`config.mk`:
```
export PLATFORM = sky130hd
export DESIGN_NAME = serial_transmitter
export DESIGN_NICKNAME = d
export VERILOG_FILES = /design/src/rtl/serial_transmitter.sv
export SDC_FILE = /design/constraint.sdc
export NUM_CORES = 1
export LEC_CHECK = 0
export BUFFER_PORTS_ARGS = -buffer_cell sky130_fd_sc_hd__buf_2
export CORE_MARGIN = 1
export CORE_UTILIZATION = 60
export CTS_BUF_LIST = sky130_fd_sc_hd__clkbuf_4
export CTS_CLUSTER_SIZE = 25
export DETAILED_ROUTE_END_ITERATION = 10
export GPL_TIMING_DRIVEN = 0
export PLACE_DENSITY = 0.79
export SKIP_LAST_GASP = 1
export SYNTH_ARGS = -nofsm -noshare
export SYNTH_HDL_FRONTEND = slang
export SYNTH_SLANG_ARGS = --single-unit
export TNS_END_PERCENT = 10
```
`constraint.sdc`:
```
create_clock -name clk -period 2.94 [get_ports clk]
set_input_delay 0.294 -clock clk [delete_from_list [all_inputs] [get_ports clk]]
set_output_delay 0.294 -clock clk [all_outputs]
set_load 0.01 [all_outputs]
```
`src/rtl/serial_transmitter.sv`:
```
// -----------------------------------------------------------------------------
// serial_transmitter
//
// Purpose:
//   Upstream stage of the serial receiver. Accepts 7-bit words over a
//   valid/ready handshake, buffers them in a small circular FIFO, and
//   serialises each word onto a single idle-high line as:
//     start (0), 7 data bits MSB first, parity, STOP_BITS stop bits (1).
//   Each bit is held for BIT_CYCLES clocks. Back-to-back frames are gap-free.
//
// Parameters:
//   BIT_CYCLES  clocks per bit on the line (1..255)
//   STOP_BITS   number of stop bits (1..4)
//   FIFO_DEPTH  input buffer entries (power of two, 2..16)
//   PARITY_ODD  0: parity = XOR of data bits, 1: inverted
//
// Ports:
//   clk         system clock, rising edge
//   rst         synchronous active-high reset
//   in_valid    in_data is presented
//   in_ready    FIFO can accept a word (combinational !full)
//   in_data     7-bit word to transmit
//   serial_out  registered serial line, idle high
//   busy        FSM not idle or FIFO non-empty
//   frame_done  one-cycle pulse during the last cycle of the last stop bit
//   fifo_count  number of words currently buffered
// -----------------------------------------------------------------------------
module serial_transmitter #(
    parameter int BIT_CYCLES = 1,
    parameter int STOP_BITS  = 1,
    parameter int FIFO_DEPTH = 4,
    parameter int PARITY_ODD = 0
) (
    input  logic                          clk,
    input  logic                          rst,
    input  logic                          in_valid,
    output logic                          in_ready,
    input  logic [6:0]                    in_data,
    output logic                          serial_out,
    output logic                          busy,
    output logic                          frame_done,
    output logic [$clog2(FIFO_DEPTH):0]   fifo_count
);

    localparam int PTR_W = $clog2(FIFO_DEPTH);
    localparam int CNT_W = PTR_W + 1;

    localparam logic [7:0]       CYC_LAST  = 8'(BIT_CYCLES - 1);
    localparam logic [2:0]       STOP_LAST = 3'(STOP_BITS - 1);
    localparam logic [2:0]       DATA_LAST = 3'd6;
    localparam logic [CNT_W-1:0] CNT_FULL  = CNT_W'(FIFO_DEPTH);
    localparam logic             PAR_INV   = (PARITY_ODD != 0);

    // FSM encoding
    localparam logic [2:0] S_IDLE   = 3'd0;
    localparam logic [2:0] S_START  = 3'd1;
    localparam logic [2:0] S_DATA   = 3'd2;
    localparam logic [2:0] S_PARITY = 3'd3;
    localparam logic [2:0] S_STOP   = 3'd4;

    // ------------------------------------------------------------------
    // FIFO storage and bookkeeping
    // ------------------------------------------------------------------
    logic [6:0]       mem [FIFO_DEPTH];
    logic [PTR_W-1:0] wr_ptr;
    logic [PTR_W-1:0] rd_ptr;
    logic [CNT_W-1:0] count;

    logic full;
    logic empty;
    logic push;
    logic pop;
    logic [6:0] head;

    // ------------------------------------------------------------------
    // Serialiser state
    // ------------------------------------------------------------------
    logic [2:0] state,     state_nx;
    logic [7:0] cyc_cnt,   cyc_nx;
    logic [2:0] bit_cnt,   bit_nx;
    logic [6:0] shift_reg, shift_nx;
    logic       parity_q,  parity_nx;
    logic       line_q,    line_nx;

    logic bit_end;
    logic stop_done;

    assign full     = (count == CNT_FULL);
    assign empty    = (count == '0);
    assign in_ready = !full;
    // A pop in the same cycle does not open a slot: in_ready depends on
    // count only, so a full FIFO never accepts.
    assign push     = in_valid && in_ready;
    assign head     = mem[rd_ptr];

    // Cycle counter wraps at BIT_CYCLES-1; everything else moves on wrap.
    assign bit_end   = (cyc_cnt == CYC_LAST);
    assign stop_done = (state == S_STOP) && bit_end && (bit_cnt == STOP_LAST);

    // Pop either from idle, or at the very end of a frame so that the next
    // start bit follows the last stop bit without an idle cycle.
    assign pop = !empty && ((state == S_IDLE) || stop_done);

    assign serial_out = line_q;
    assign frame_done = stop_done;
    assign busy       = (state != S_IDLE) || !empty;
    assign fifo_count = count;

    // ------------------------------------------------------------------
    // FIFO memory write
    // ------------------------------------------------------------------
    // NOTE: the storage array has no reset; only the pointers and count
    // define which entries are valid, and leaving the array unreset lets it
    // map onto plain registers or distributed RAM without a clear path.
    always_ff @(posedge clk) begin
        if (push) begin
            mem[wr_ptr] <= in_data;
        end
    end

    // ------------------------------------------------------------------
    // FIFO pointers and count
    // ------------------------------------------------------------------
    // NOTE: state registers use non-blocking assignments so every register
    // samples the pre-edge values, independent of statement order.
    always_ff @(posedge clk) begin
        if (rst) begin
            wr_ptr <= '0;
            rd_ptr <= '0;
            count  <= '0;
        end else begin
            // Power-of-two depth: pointers wrap by natural overflow.
            if (push) begin
                wr_ptr <= wr_ptr + PTR_W'(1);
            end
            if (pop) begin
                rd_ptr <= rd_ptr + PTR_W'(1);
            end
            case ({push, pop})
                2'b10:   count <= count + CNT_W'(1);
                2'b01:   count <= count - CNT_W'(1);
                default: count <= count;
            endcase
        end
    end

    // ------------------------------------------------------------------
    // Next-state logic. The line value is computed for the state being
    // entered, so serial_out is registered yet aligned with the state.
    // ------------------------------------------------------------------
    always_comb begin
        // NOTE: every output of this block gets a default first so no path
        // leaves a variable unassigned, which would infer a latch.
        state_nx  = state;
        cyc_nx    = bit_end ? 8'd0 : cyc_cnt + 8'd1;
        bit_nx    = bit_cnt;
        shift_nx  = shift_reg;
        parity_nx = parity_q;
        line_nx   = line_q;

        case (state)
            S_IDLE: begin
                cyc_nx  = 8'd0;
                bit_nx  = 3'd0;
                line_nx = 1'b1;
                if (pop) begin
                    shift_nx  = head;
                    parity_nx = (^head) ^ PAR_INV;
                    state_nx  = S_START;
                    line_nx   = 1'b0;
                end
            end

            S_START: begin
                if (bit_end) begin
                    state_nx = S_DATA;
                    bit_nx   = 3'd0;
                    line_nx  = shift_reg[6];
                end
            end

            S_DATA: begin
                if (bit_end) begin
                    if (bit_cnt == DATA_LAST) begin
                        state_nx = S_PARITY;
                        line_nx  = parity_q;
                    end else begin
                        // Next bit out is the one just below the current MSB.
                        shift_nx = {shift_reg[5:0], 1'b0};
                        line_nx  = shift_reg[5];
                        bit_nx   = bit_cnt + 3'd1;
                    end
                end
            end

            S_PARITY: begin
                if (bit_end) begin
                    state_nx = S_STOP;
                    bit_nx   = 3'd0;
                    line_nx  = 1'b1;
                end
            end

            S_STOP: begin
                if (bit_end) begin
                    if (bit_cnt == STOP_LAST) begin
                        bit_nx = 3'd0;
                        if (pop) begin
                            shift_nx  = head;
                            parity_nx = (^head) ^ PAR_INV;
                            state_nx  = S_START;
                            line_nx   = 1'b0;
                        end else begin
                            state_nx = S_IDLE;
                            line_nx  = 1'b1;
                        end
                    end else begin
                        bit_nx = bit_cnt + 3'd1;
                    end
                end
            end

            default: begin
                state_nx = S_IDLE;
                cyc_nx   = 8'd0;
                bit_nx   = 3'd0;
                line_nx  = 1'b1;
            end
        endcase
    end

    // ------------------------------------------------------------------
    // Serialiser registers. Reset aborts any frame in flight; the line is
    // back high on the edge that samples rst.
    // ------------------------------------------------------------------
    always_ff @(posedge clk) begin
        if (rst) begin
            state     <= S_IDLE;
            cyc_cnt   <= 8'd0;
            bit_cnt   <= 3'd0;
            shift_reg <= 7'd0;
            parity_q  <= 1'b0;
            line_q    <= 1'b1;
        end else begin
            state     <= state_nx;
            cyc_cnt   <= cyc_nx;
            bit_cnt   <= bit_nx;
            shift_reg <= shift_nx;
            parity_q  <= parity_nx;
            line_q    <= line_nx;
        end
    end

endmodule
```
* After elaboration in Yosys (flattened, before gate mapping)
Memory sizes are Yosys's and may differ from the RTL's. A register that Yosys moved wholly into a read port is not among the register bits.
Cells that the tools add are included.
** Word-level totals
- Input bits :: 10
- Word-level logic and storage cells :: 97
- RAM bits :: 28
- Memories :: 1
- ROM bits :: 0
- Bits in registers :: 30
- Latch bits :: 0
** Memories
- mem :: words 4, bits a word 7, rd ports 1, clocked after Yosys merged registers in 1, write ports 1, RTL line 64 : logic [6:0] mem [FIFO_DEPTH];
** Operators by class
- Multiplexer cells :: 38
- Add/sub/neg operators :: 6
- Reductions and logical operators :: 25
- Divide/modulo/power cells :: 0
- Magnitude comparators :: 0
- Multipliers :: 0
- Shift-type cells :: 0
- Bitwise operators :: 1
- Equality and inequality tests :: 17
** Operators with widths (number)
- $mux W3 :: 12
- $mux W7 :: 5
- $pmux W7 S3 :: 1
- $pmux W3 S5 :: 1
- $ne A2 B2 Y1 const B :: 7
- $mux W1 :: 13
- $reduce_and A5 Y1 :: 2
- $eq A3 B3 Y1 const B :: 3
- $logic_not A3 Y1 :: 3
- $pmux W3 S3 :: 1
- $add A8 B1 Y8 const B :: 1
- $logic_not A8 Y1 :: 1
- $reduce_and A7 Y1 :: 1
- $reduce_xor A7 Y1 :: 1
- $add A3 B1 Y3 const B :: 2
- $eq A3 B2 Y1 const B :: 2
- $pmux W3 S2 :: 1
- $reduce_bool A3 Y1 :: 2
- $pmux W1 S5 :: 1
- $add A2 B1 Y2 const B :: 2
- $logic_and A1 B1 Y1 :: 4
- $mux W2 :: 2
- $ne A2 B1 Y1 const B :: 2
- $reduce_and A4 Y1 :: 1
- other kinds (13) :: 16

* Depth between registers and ports, before layout
- Depth after elaboration :: 9
- Gate-level depth with buffers :: 10
- Gate-level depth less buffers :: 10

* Least setup slack after synthesis
Ideal clock, no wire load.
- Path type :: reg2reg
- Start :: reg cyc_cnt[0]
- End :: reg count[2], in the netlist fifo_count[2]
- Buffers on the path :: 0
- Slack :: 0.545 ns
- Setup time :: 0.070 ns
- Clock period less this slack :: 2.395 ns
- Arrival :: 2.325 ns
- Stages on the path, launching flop included :: 11
- Cell sequence :: dfxtp_1 inv_1 ha_1 nor3b_2 a31oi_2 nor4_4 ha_1 fa_1 xnor2_1 or3_1 a21oi_1
** On the way
- Longest elaborated chain between the ends :: 7
** Ends and longest elaborated chain
- start, declared :: RTL line 79 : logic [7:0] cyc_cnt, cyc_nx;
- start signal, assigned :: RTL line 246 : cyc_cnt <= cyc_nx;
- $logic_not A8 Y1 (*) :: RTL line 97 : assign bit_end = (cyc_cnt == CYC_LAST);
- $logic_and A1 B1 Y1 (*) (2 in a row) :: RTL line 98 : assign stop_done = (state == S_STOP) && bit_end && (bit_cnt == STOP_LAST);
- $logic_or A1 B1 Y1 (*) :: RTL line 102 : assign pop = !empty && ((state == S_IDLE) || stop_done);
- $logic_and A1 B1 Y1 (*) :: RTL line 102
- via pop :: RTL line 72 : logic pop;
- $eq A2 B1 Y1 or $eq A2 B2 Y1 (tied branches) :: RTL line 139 : case ({push, pop})
- $pmux W3 S2 or $reduce_bool A2 Y1 (tied branches)
- end signal, assigned :: RTL line 140 : 2'b10: count <= count + CNT_W'(1);
- end signal, assigned :: RTL line 141 : 2'b01: count <= count - CNT_W'(1);
- end signal, assigned :: RTL line 142 : default: count <= count;
- end, declared :: RTL line 67 : logic [CNT_W-1:0] count;
The timed path passes the listed nets; every way through them passes the cells marked *.
A chain may end at the register's enable or synchronous reset.

* Final worst setup path
Same ends and word-level chain as after synthesis.

==> results.cfg <==
[outcome]
status = finished with violations
violations = DRC

[yosys]
ys_seq_area_share_pct = 52.6
synth_nets = 260
synth_top_area_cell = edfxtp_1
netlist_instances = 239
synth-seq-cells = 60
synthTopCellsByArea = edfxtp_1, dfxtp_1, mux4_2
synth_area_per_cell_um2 = 11.8
syn_area_um2 = 2820
synth_warnings = 0
synth_top_area_share_pct = 29.8
ys_types = 47

[clocking]
cts_buffer_depth = 2
worst_skew_pair.late_latency_ns = 0.39
root_buffer = clkbuf_4
cts_buffers = 9
clock-sinks = 60
cts_hold_buf = 0
tritoncts = built
htree_levels = 3
clk_pin_slew_worst_paths_ns = 0.10

[floorplanning]
initial_core_util_pct = 63.4
boundaryPins = 17
core_um2 = 4440
die-area_um2 = 4970
row_count = 24
die_w_um = 70.5
dieHeight_um = 70.5

[setup_path]
slowest_stage = nor4_4
slowest_delay_ns = 0.45
crit_path_frequent_cell = ha_1
startpoint_type = register
worstSetupPathType = register to register
cp-end-kind = register
worstPathCellList = inv_1 > ha_1 > nor3b_2 > a31oi_2 > nor4_4 > ha_1 > fa_1 > xnor2_1 > or3_1 > a21oi_1
critPathMaxFanout = 7
required_ns = 3.26
cp_top_family = simple AND/OR/NAND/NOR gates
cp_num_buf_inv = 1
critical_path_arrival_ns = 3.04

[power]
pwr-share-comb_pct = 38.3
intPower_mw = 1.92
total_power_mw = 2.87
seqPwrFrac_pct = 39.0
clkPwrFrac_pct = 22.7
peakVddDrop_uv = 522
switching_share_pct = 33.3
p_per_area_nw_per_um2 = 914
p_sw_mw = 0.957
total_leakage_power_nw = 1.17

[timing]
final_hold_viol_count = 0
slew_viol_final = 0
holdWs_ns = 0.118
period_minus_slack_ns = 2.72
relSlewSlack_pct = 60.4
period_share_pct = 92.6
max_freq_ghz = 0.367
tightest_slew_ns = 0.589
finClkSkew_ns = 0.0128
tns_ns = 0
finalSetupViolCount = 0

[grt]
grt_pass1_vias = 1820
grt_pass1_wl_um = 8310
grt_overflow = 0
antenna_found_initial = 0
track_usage_pct = 22.0
grt_max_degree = 11

[route]
drc = 2
via_count = 1854
drtPass1Iterations = 7
drtIter0Drc = 84
viasPerCell = 5.69
drt-total-wl_um = 5060
wl_per_cell_um = 15.5
detail-route-antenna-nets = 0

[final_layout]
drive_gt1_share_pct = 20.8
largest_register_ffs = 28
antenna_cells = 0
area_delta_synth_final_pct = 11.6
instances_no_fill = 326
final_area_um2 = 3140
fin_nets = 290

[place]
dp_hpwl_um = 3540
io_buffers = 16
routabilityCongestion = 0.813
dp.cells = 307
placedInstanceArea_um2 = 2960

[job]
maxCapViolations = 0

[hold_path]
hold_class = input pin to register
-- cell usage in the layout (no fill, tap or decap), types with 2 or more instances in the layout --
| cell type | count |
|---|---|
| a211o_1 | 2 |
| a21bo_2 | 2 |
| a21oi_1 | 19 |
| a311oi_1 | 6 |
| and2_1 | 3 |
| and3_1 | 6 |
| buf_2 | 18 |
| buf_4 | 4 |
| bufinv_16 | 2 |
| clkbuf_1 | 4 |
| clkbuf_4 | 11 |
| clkbuf_8 | 3 |
| clkinv_1 | 2 |
| dfxtp_1 | 32 |
| edfxtp_1 | 28 |
| ha_1 | 10 |
| inv_1 | 10 |
| mux2i_1 | 7 |
| mux4_2 | 7 |
| nand2_1 | 16 |
| nand2b_1 | 3 |
| nand3_1 | 9 |
| nand3b_1 | 2 |
| nor2_1 | 18 |
| nor3_1 | 4 |
| nor3b_2 | 2 |
| nor4_4 | 2 |
| o21ai_0 | 2 |
| or3_1 | 3 |
| xnor2_1 | 9 |
| xor2_1 | 8 |
-- cells in the mapped netlist, drive strengths merged --
library cell	n
xor2	8
fa	1
a221oi	1
edfxtp	28
nor2	18
mux2i	7
o2bb2ai	1
and2	4
and2b	1
nand3b	2
and3	6
a21bo	2
or3	3
a31oi	2
o21ba	1
mux4	7
ha	10
nor4	3
nand2	16
nand2b	3
a22o	1
nor2b	1
xnor2	9
nor3	4
nor3b	3
dfxtp	32
a211oi	1
o22ai	1
clkbuf	7
inv	10
nand3	9
a311oi	6
o21ai	3
a211o	2
a21o	1
o221a	1
nand4	1
buf	4
a21oi	19
-- worst paths after layout --
check / from / cells past startpoint / endpoint / slack (ns)
worst min-delay path: in_data[4] / 1 / mem[1][4] / 0.12
worst max register to register: cyc_cnt[0] / 10 / fifo_count[2] / 0.22
worst min register to register: serial_out / 1 / serial_out / 0.48
worst max-delay path: cyc_cnt[0] / 10 / fifo_count[2] / 0.22
-- power by group through the flow --
stage	Clock [mW]	Sequential (mW)	Combinational, mW
final	0.653	1.12	1.10
after global routing	0.698	1.14	1.21
after CTS	0.659	1.12	1.05
after detailed placement	0	1.14	1.05
after global placement	0	1.13	1.01
after floorplan	0	1.12	0.836
-- what timing repair did --
action | CTS | global route
gates resized for setup | 0 | 0
buffers inserted | 0 | 3
setup endpoints to repair | 0 | 2
-- layout make-up --
cell class / count / area, um^2
buffer: 11 / 77.6
clock buffer: 11 / 82.6
clock inverter: 5 / 76.3
fill: 334 / 1300
inverter: 10 / 37.5
multi-input combinational: 158 / 1220
sequential: 60 / 1480
tap: 52 / 65.1
timing repair buffer: 19 / 103
-- per-stage QoR --
| step | setup WS (ns) | utilization [%] |
|---|---|---|
| 3_5_place_dp | 0.185 | 66.7 |
| 4_1_cts | 0.161 | 70.2 |
| 5_1_grt | -0.0128 | 70.7 |
| 3_3_place_gp | 0.245 | 66.7 |
| 2_1_floorplan | 0.545 | - |
| 6_report | 0.217 | 70.7 |
-- metal layers --
layer	wire length (um)	up-vias	GRT usage, %
met4	75	0	11.3
met1	2390	887	29.0
met3	158	7	4.42
met5	0	-	0
li1	-	930	-
met2	2440	30	35.0
-- cell families (layout without fill, tap and decap cells) --
group / Yosys count / count (layout) / share of synthesized area [%]
compound gates: 42 / 42 / 10.2
xor+xnor: 17 / 17 / 5.28
fa+ha+maj: 11 / 11 / 5.15
buf+inv: 21 / 56 / 4.09
flops: 60 / 60 / 52.6
mux: 14 / 14 / 8.08
simple gates: 74 / 74 / 14.6
(Power assumes the default switching activity.)
